## config.mk

```make
export PLATFORM = sky130hd
export DESIGN_NAME = axis_frame_sanitizer
export DESIGN_NICKNAME = d
export VERILOG_FILES = /design/src/rtl/axis_frame_sanitizer.sv
export SDC_FILE = /design/constraint.sdc
export NUM_CORES = 1
export LEC_CHECK = 0
export CELL_PAD_IN_SITES_DETAIL_PLACEMENT = 0
export CELL_PAD_IN_SITES_GLOBAL_PLACEMENT = 1
export CORE_MARGIN = 2
export CORE_UTILIZATION = 41
export DETAILED_ROUTE_END_ITERATION = 8
export GPL_ROUTABILITY_DRIVEN = 0
export GPL_TIMING_DRIVEN = 0
export PLACE_DENSITY_LB_ADDON = 0.1
export SYNTH_ARGS = -nofsm -noshare
export SYNTH_HDL_FRONTEND = slang
export SYNTH_SLANG_ARGS = --single-unit
```

## constraint.sdc

```tcl
create_clock -name clk -period 4.85 [get_ports clk]
set_clock_uncertainty 0.05 [all_clocks]
set_input_delay 0.97 -clock clk [delete_from_list [all_inputs] [get_ports clk]]
set_output_delay 0.97 -clock clk [all_outputs]
set_load 0.005 [all_outputs]
```

## src/rtl/axis_frame_sanitizer.sv

```systemverilog
// axis_frame_sanitizer: forces an AXI4-Stream into WIDTH x HEIGHT frames (tuser=SOF, tlast=EOL).
// Define FRAME_SANITIZER_STATS_EN to add the saturating err_count output.
module axis_frame_sanitizer #(
   parameter int WIDTH = 1920,
   parameter int HEIGHT = 1080,
   parameter int DATA_WIDTH = 24,
   parameter logic [DATA_WIDTH-1:0] PAD_VALUE = '0
) (
   input  logic                  clk,
   input  logic                  rst_n,
   input  logic [DATA_WIDTH-1:0] s_axis_tdata,
   input  logic                  s_axis_tvalid,
   input  logic                  s_axis_tlast,
   input  logic                  s_axis_tuser,
   output logic                  s_axis_tready,
   output logic [DATA_WIDTH-1:0] m_axis_tdata,
   output logic                  m_axis_tvalid,
   output logic                  m_axis_tlast,
   output logic                  m_axis_tuser,
   input  logic                  m_axis_tready,
   output logic                  frame_err
`ifdef FRAME_SANITIZER_STATS_EN
   ,
   output logic [15:0]           err_count
`endif
);
   localparam int XW = $clog2(WIDTH);
   localparam int YW = HEIGHT > 1 ? $clog2(HEIGHT) : 1;
   typedef enum logic [2:0] {WAIT_SOF, PASS, PAD_LINE, PAD_FRAME, DRAIN} state_t;
   state_t st;
   logic [XW-1:0] x;
   logic [YW-1:0] y;
   logic run, out_free, accept, padding, emit, early, eol, eof;
   assign out_free = !m_axis_tvalid || m_axis_tready;
   assign padding = st == PAD_LINE || st == PAD_FRAME;
   // a SOF seen mid-frame is held on the input, never consumed here
   assign s_axis_tready = run && out_free &&
                          (st == WAIT_SOF || ((st == PASS || st == DRAIN) && !s_axis_tuser));
   assign accept = s_axis_tready && s_axis_tvalid;
   assign early = run && out_free && s_axis_tvalid && s_axis_tuser && (st == PASS || st == DRAIN);
   assign emit = (accept && (st == PASS || (st == WAIT_SOF && s_axis_tuser))) || (out_free && padding);
   assign eol = x == XW'(WIDTH - 1);
   assign eof = eol && y == YW'(HEIGHT - 1);
   always_ff @(posedge clk or negedge rst_n)
      if (!rst_n) begin
         st <= WAIT_SOF;
         x <= '0;
         y <= '0;
         run <= 1'b0;
         frame_err <= 1'b0;
         m_axis_tvalid <= 1'b0;
         m_axis_tdata <= '0;
         m_axis_tlast <= 1'b0;
         m_axis_tuser <= 1'b0;
      end else begin
         run <= 1'b1;
         frame_err <= 1'b0;
         if (out_free) m_axis_tvalid <= emit;
         if (emit) begin
            m_axis_tdata <= padding ? PAD_VALUE : s_axis_tdata;
            m_axis_tlast <= eol;
            m_axis_tuser <= x == '0 && y == '0;
            x <= eol ? '0 : x + 1'b1;
            if (eol) y <= eof ? '0 : y + 1'b1;
         end
         if (early) begin
            frame_err <= 1'b1;
            st <= PAD_FRAME;
         end else if (emit && eof) begin
            frame_err <= st == PASS && !s_axis_tlast;
            st <= WAIT_SOF;
         end else if (emit && (st == PASS || st == WAIT_SOF)) begin
            frame_err <= eol != s_axis_tlast;
            st <= eol && !s_axis_tlast ? DRAIN : !eol && s_axis_tlast ? PAD_LINE : PASS;
         end else if (emit && st == PAD_LINE && eol)
            st <= PASS;
         else if (accept && st == DRAIN && s_axis_tlast)
            st <= PASS;
      end
`ifdef FRAME_SANITIZER_STATS_EN
   always_ff @(posedge clk or negedge rst_n)
      if (!rst_n) err_count <= '0;
      else if (frame_err && err_count != 16'hFFFF) err_count <= err_count + 1'b1;
`endif
endmodule

```

Word level (Yosys, flattened, before mapping)
Index checks and enable logic that the tools add are counted.
Widths: inputs -> output; s select.

operators by class
  reductions and logical operators = 37
  add/sub/neg operators = 2
  mux-type cells = 13
  equal/unequal tests = 7

operator list
  kind                   number
  $mux 24                1
  $add 11x1->11 const B  2
  $eq 11x11->1 const B   2
  $logic_not 11->1       2
  $mux 11                2
  $logic_and 1x1->1      21
  $mux 3                 6
  $logic_or 1x1->1       7
  $eq 3x2->1 const B     2
  $reduce_bool 5->1      1
  $logic_not 1->1        4
  $eq 3x1->1 const B     1
  $eq 3x3->1 const B     1
  $logic_not 3->1        1
  $mux 1                 3
  $mux 2                 1
  $reduce_and 2->1       1
  $ne 1x1->1             1

word-level totals
  output and inout port bits = 29
  input port bits = 30
  bits in registers = 54
  word-level logic and storage cells = 68

Logic depth before layout (Yosys ltp)
  depth in word-level cells = 14
  depth in mapped cells = 8
  gate-level depth less buffers = 7

Least setup slack after synthesis
No wires, ideal clock.

  path kind = input to output
  from = input m_axis_tready
  to = output s_axis_tready
  data arrival time = 1.329 ns
  slack = 2.501 ns
  cell stages on the path = 2
  path buffers = 0
  data required time = 3.830 ns
  cells stage by stage = nand2b_1 -> and4_1

between the ends
  cells in the longest elaborated chain, start to end = 3

RTL lines
  element                         RTL line  source
  start, declared                 20        input logic m_axis_tready,
  $logic_or 1x1->1                34        assign out_free = !m_axis_tvalid || m_axis_tready;
  $logic_and 1x1->1 (2 in a row)  37        assign s_axis_tready = run && out_free &&
  end, declared                   15        output logic s_axis_tready,

No other way between the ends.

Worst setup path in the final report
  from = input s_axis_tuser
  to = output s_axis_tready

between the ends
  cells in the longest elaborated chain, start to end = 4

RTL lines
  element            RTL line  source
  start, declared    14        input logic s_axis_tuser,
  $logic_not 1->1    38        (st == WAIT_SOF || ((st == PASS || st == DRAIN) && !s_axis_tuser));
  $logic_and 1x1->1  38
  $logic_or 1x1->1   38
  $logic_and 1x1->1  37

No other way between the ends.

==> results.json <==
{
  "clk_pin_slew_ns": 0.09,
  "post-cts-setup-buffers": 0,
  "h-tree-depth": 2,
  "die_w_um": 84.6,
  "area_growth_pct": 29.5,
  "insertion_delay_ns": 0.31,
  "cp_top_family": "buffers and inverters",
  "cp.required_ns": 3.83,
  "dp.final_hpwl_um": 4490,
  "period_share_pct": 71.1,
  "ys_ff_latch": 54,
  "cts.sinks": 54,
  "drive_above_1_share_pct": 7.65,
  "period_minus_slack_ns": 3.45,
  "antennaDiodeCount": 0,
  "ys_warn_count": 0,
  "cts-resized-gates": 0,
  "wire_per_inst_um": 14.4,
  "relSlewSlack_pct": 61.7,
  "run_status": "finished clean",
  "critPathArrivalTime_ns": 2.43,
  "grtUsageTotal_pct": 18.3,
  "power_mw": 1.18,
  "finalSetupViolations": 0,
  "tns_ns": 0,
  "dieArea_sq_um": 7160,
  "cp_max_fo": 8,
  "synth_area_leader_cell": "dfrtp_1",
  "tightest_slew_ns": 0.573,
  "cp_common_cell": "clkdlybuf4s50_1",
  "cts_made_buffers": 5,
  "dr.pass1.iters": 5,
  "synth_cells": 286,
  "start_util_pct": 42.2,
  "cp-end-kind": "output pin",
  "slew_viol_final": 0,
  "grt_setup_unrepaired": "false",
  "vias": 2211,
  "wirelength_um": 6200,
  "synthDistinctLibCells": 45,
  "synth_ff_type": "dfrtp_1",
  "grt_start_max_net_pins": 33,
  "die_y_um": 84.6,
  "drtIter0Drc": 81,
  "cts_buffer_depth": 2,
  "critical_path_buf_inv_count": 2,
  "p_per_area_nw_per_um2": 342,
  "core_area_sq_um": 6310,
  "ir_drop_mv": 0.225,
  "netlist_area_sq_um": 2660,
  "synth_nets": 322,
  "synth.area.top_cells": "dfrtp_1 51%, nand2_1 9.4%, o21ai_0 7.3%, ha_1 2.8%, xnor2_1 2.3%",
  "ant_nets": 0,
  "drt_drc_violations_left": 0,
  "hold_path.class": "flop to flop",
  "fill_cells": 587,
  "path_cells": "clkdlybuf4s50_1, o21ai_0, and4_1, clkdlybuf4s50_1",
  "cpPeakStageDelay_ns": 0.54,
  "synth_top_area_share_pct": 50.7,
  "vias_per_cell": 5.14,
  "cts_root_buf": "clkbuf_8",
  "synth-async-reset-ratio_pct": 100,
  "cts.hold.buffers_added": 0,
  "cap_violations": 0,
  "pin_count": 59,
  "nets": 388,
  "synth-edff-count": 0,
  "power_leakage_nw": 1.44,
  "setup.worst_path.class": "primary input to output pin",
  "critPathSlowestCell": "clkdlybuf4s50_1",
  "core.rowCount": 29,
  "grt_pass1_vias": 2181,
  "cts_tree": "yes",
  "antenna_found_initial": 0,
  "grt_overflow": 0,
  "grt_pass1_wl_um": 10700,
  "syn_area_per_cell_sq_um": 9.31,
  "portBuffers": 58,
  "fmax_mhz": 290,
  "ys_seq_area_share_pct": 50.7,
  "start_kind": "primary input",
  "hold_violations": 0
}
-- flip-flops by register name, indices dropped and copies added (netlist names) --
register / count
m_axis_tuser: 1
m_axis_tvalid: 1
frame_err: 1
m_axis_tdata: 24
run: 1
m_axis_tlast: 1
x: 11
y: 11
st: 3
-- worst paths after layout --
check / startpoint / endpoint / slack [ns] / cells after the start
setup / recovery: s_axis_tuser / s_axis_tready / 1.40 / 4
hold / removal: m_axis_tuser / m_axis_tuser / 0.45 / 2
setup reg to reg: x[0] / frame_err / 2.60 / 7
hold reg to reg: m_axis_tuser / m_axis_tuser / 0.45 / 2
max in group asynchronous: rst_n / x[6] / 3.59 / 2
min in group asynchronous: rst_n / st[2] / 0.59 / 1
-- kinds of logic (layout without fill, tap and decap cells) --
group,after synthesis,in the layout,share of synthesized area [%]
xor gates and xnor gates,10,10,3.29
DFF,54,54,50.7
adders and majority gates,6,6,2.82
and+or+nand+nor,125,125,23.4
other,1,1,0.141
AOI/OAI and AO/OA,64,64,14.5
buffers and inverters,24,91,4.27
muxes,2,2,0.798
-- cell usage in the layout (no fill, tap or decap), types with 3 or more instances in the layout --
cell type / instances
a21oi_1: 6
and3_1: 5
buf_2: 8
clkbuf_1: 5
clkbuf_8: 6
clkdlybuf4s50_1: 57
dfrtp_1: 54
ha_1: 6
inv_1: 8
nand2_1: 67
nand2b_1: 7
nand3_1: 7
nand4_1: 6
nor2_1: 11
nor2b_1: 4
nor3_1: 3
nor4_1: 3
o21ai_0: 39
o31ai_1: 5
xnor2_1: 7
xor2_1: 3
-- area by class of cell --
type                       count  area (sq um)  share of cell area [%]
buffer                        15          80.1                    2.32
multi-input combinational    208          1200                    34.7
clock inverter                 2          12.5                   0.363
clock buffer                   6          82.6                    2.39
tap                           77          96.3                    2.79
sequential                    54          1350                    39.2
inverter                       9          33.8                   0.979
timing repair buffer          59           596                    17.3
-- synth_stat cells, types with 2 or more instances --
cell type / number
ha_1: 6
o21ai_0: 39
inv_1: 8
and4_1: 2
buf_6: 2
nor4_1: 3
nand2_1: 67
and3_1: 5
o31ai_1: 5
xnor2_1: 7
a21o_1: 2
nor2b_1: 4
nor3_1: 3
xor2_1: 3
nand3_1: 7
o2111ai_1: 2
nand2b_1: 7
buf_2: 7
nor2_1: 11
clkbuf_1: 5
nand3b_1: 2
o41ai_1: 2
a21oi_1: 6
nor4_4: 2
dfrtp_1: 54
nand4_1: 6
-- layer usage --
metal,vias to the layer above,global-route usage [%],wire length [um]
met5,-,0,0
met4,0,4.76,74
met3,6,3.44,326
met2,54,29.4,2840
met1,1043,25.6,2960
li1,1108,-,-
-- where the power goes --
group / switching (mW) / total (mW) / internal (mW) / leakage [nW]
sequential: 0.0689 / 0.582 / 0.513 / 0.706
combinational: 0.186 / 0.329 / 0.144 / 0.690
clock: 0.152 / 0.267 / 0.115 / 0.0472
-- worst reg2reg max path, cell delays in order (launching register included) --
cell,delay [ns]
dfrtp_1,0.44
ha_1,0.27
nand3_2,0.15
nor4_4,0.44
inv_2,0.14
a21oi_4,0.22
a21oi_1,0.10
a311o_1,0.33
-- stage by stage --
| stage | setup WS (ns) | area, sq um | util (%) | instances | hold slack [ns] |
|---|---|---|---|---|---|
| 2_1_floorplan | 2.50 | 2660 | - | 286 | 0.410 |
| 3_3_place_gp | 1.02 | 3340 | 52.9 | 421 | 0.417 |
| 3_5_place_dp | 1.39 | 3360 | 53.2 | 422 | 0.414 |
| 4_1_cts | 1.38 | 3450 | 54.7 | 430 | 0.454 |
| 5_1_grt | 1.32 | 3450 | 54.7 | 430 | 0.479 |
| 6_report | 1.40 | 3450 | 54.7 | 430 | 0.453 |
Power figures use the tool's default switching activity.
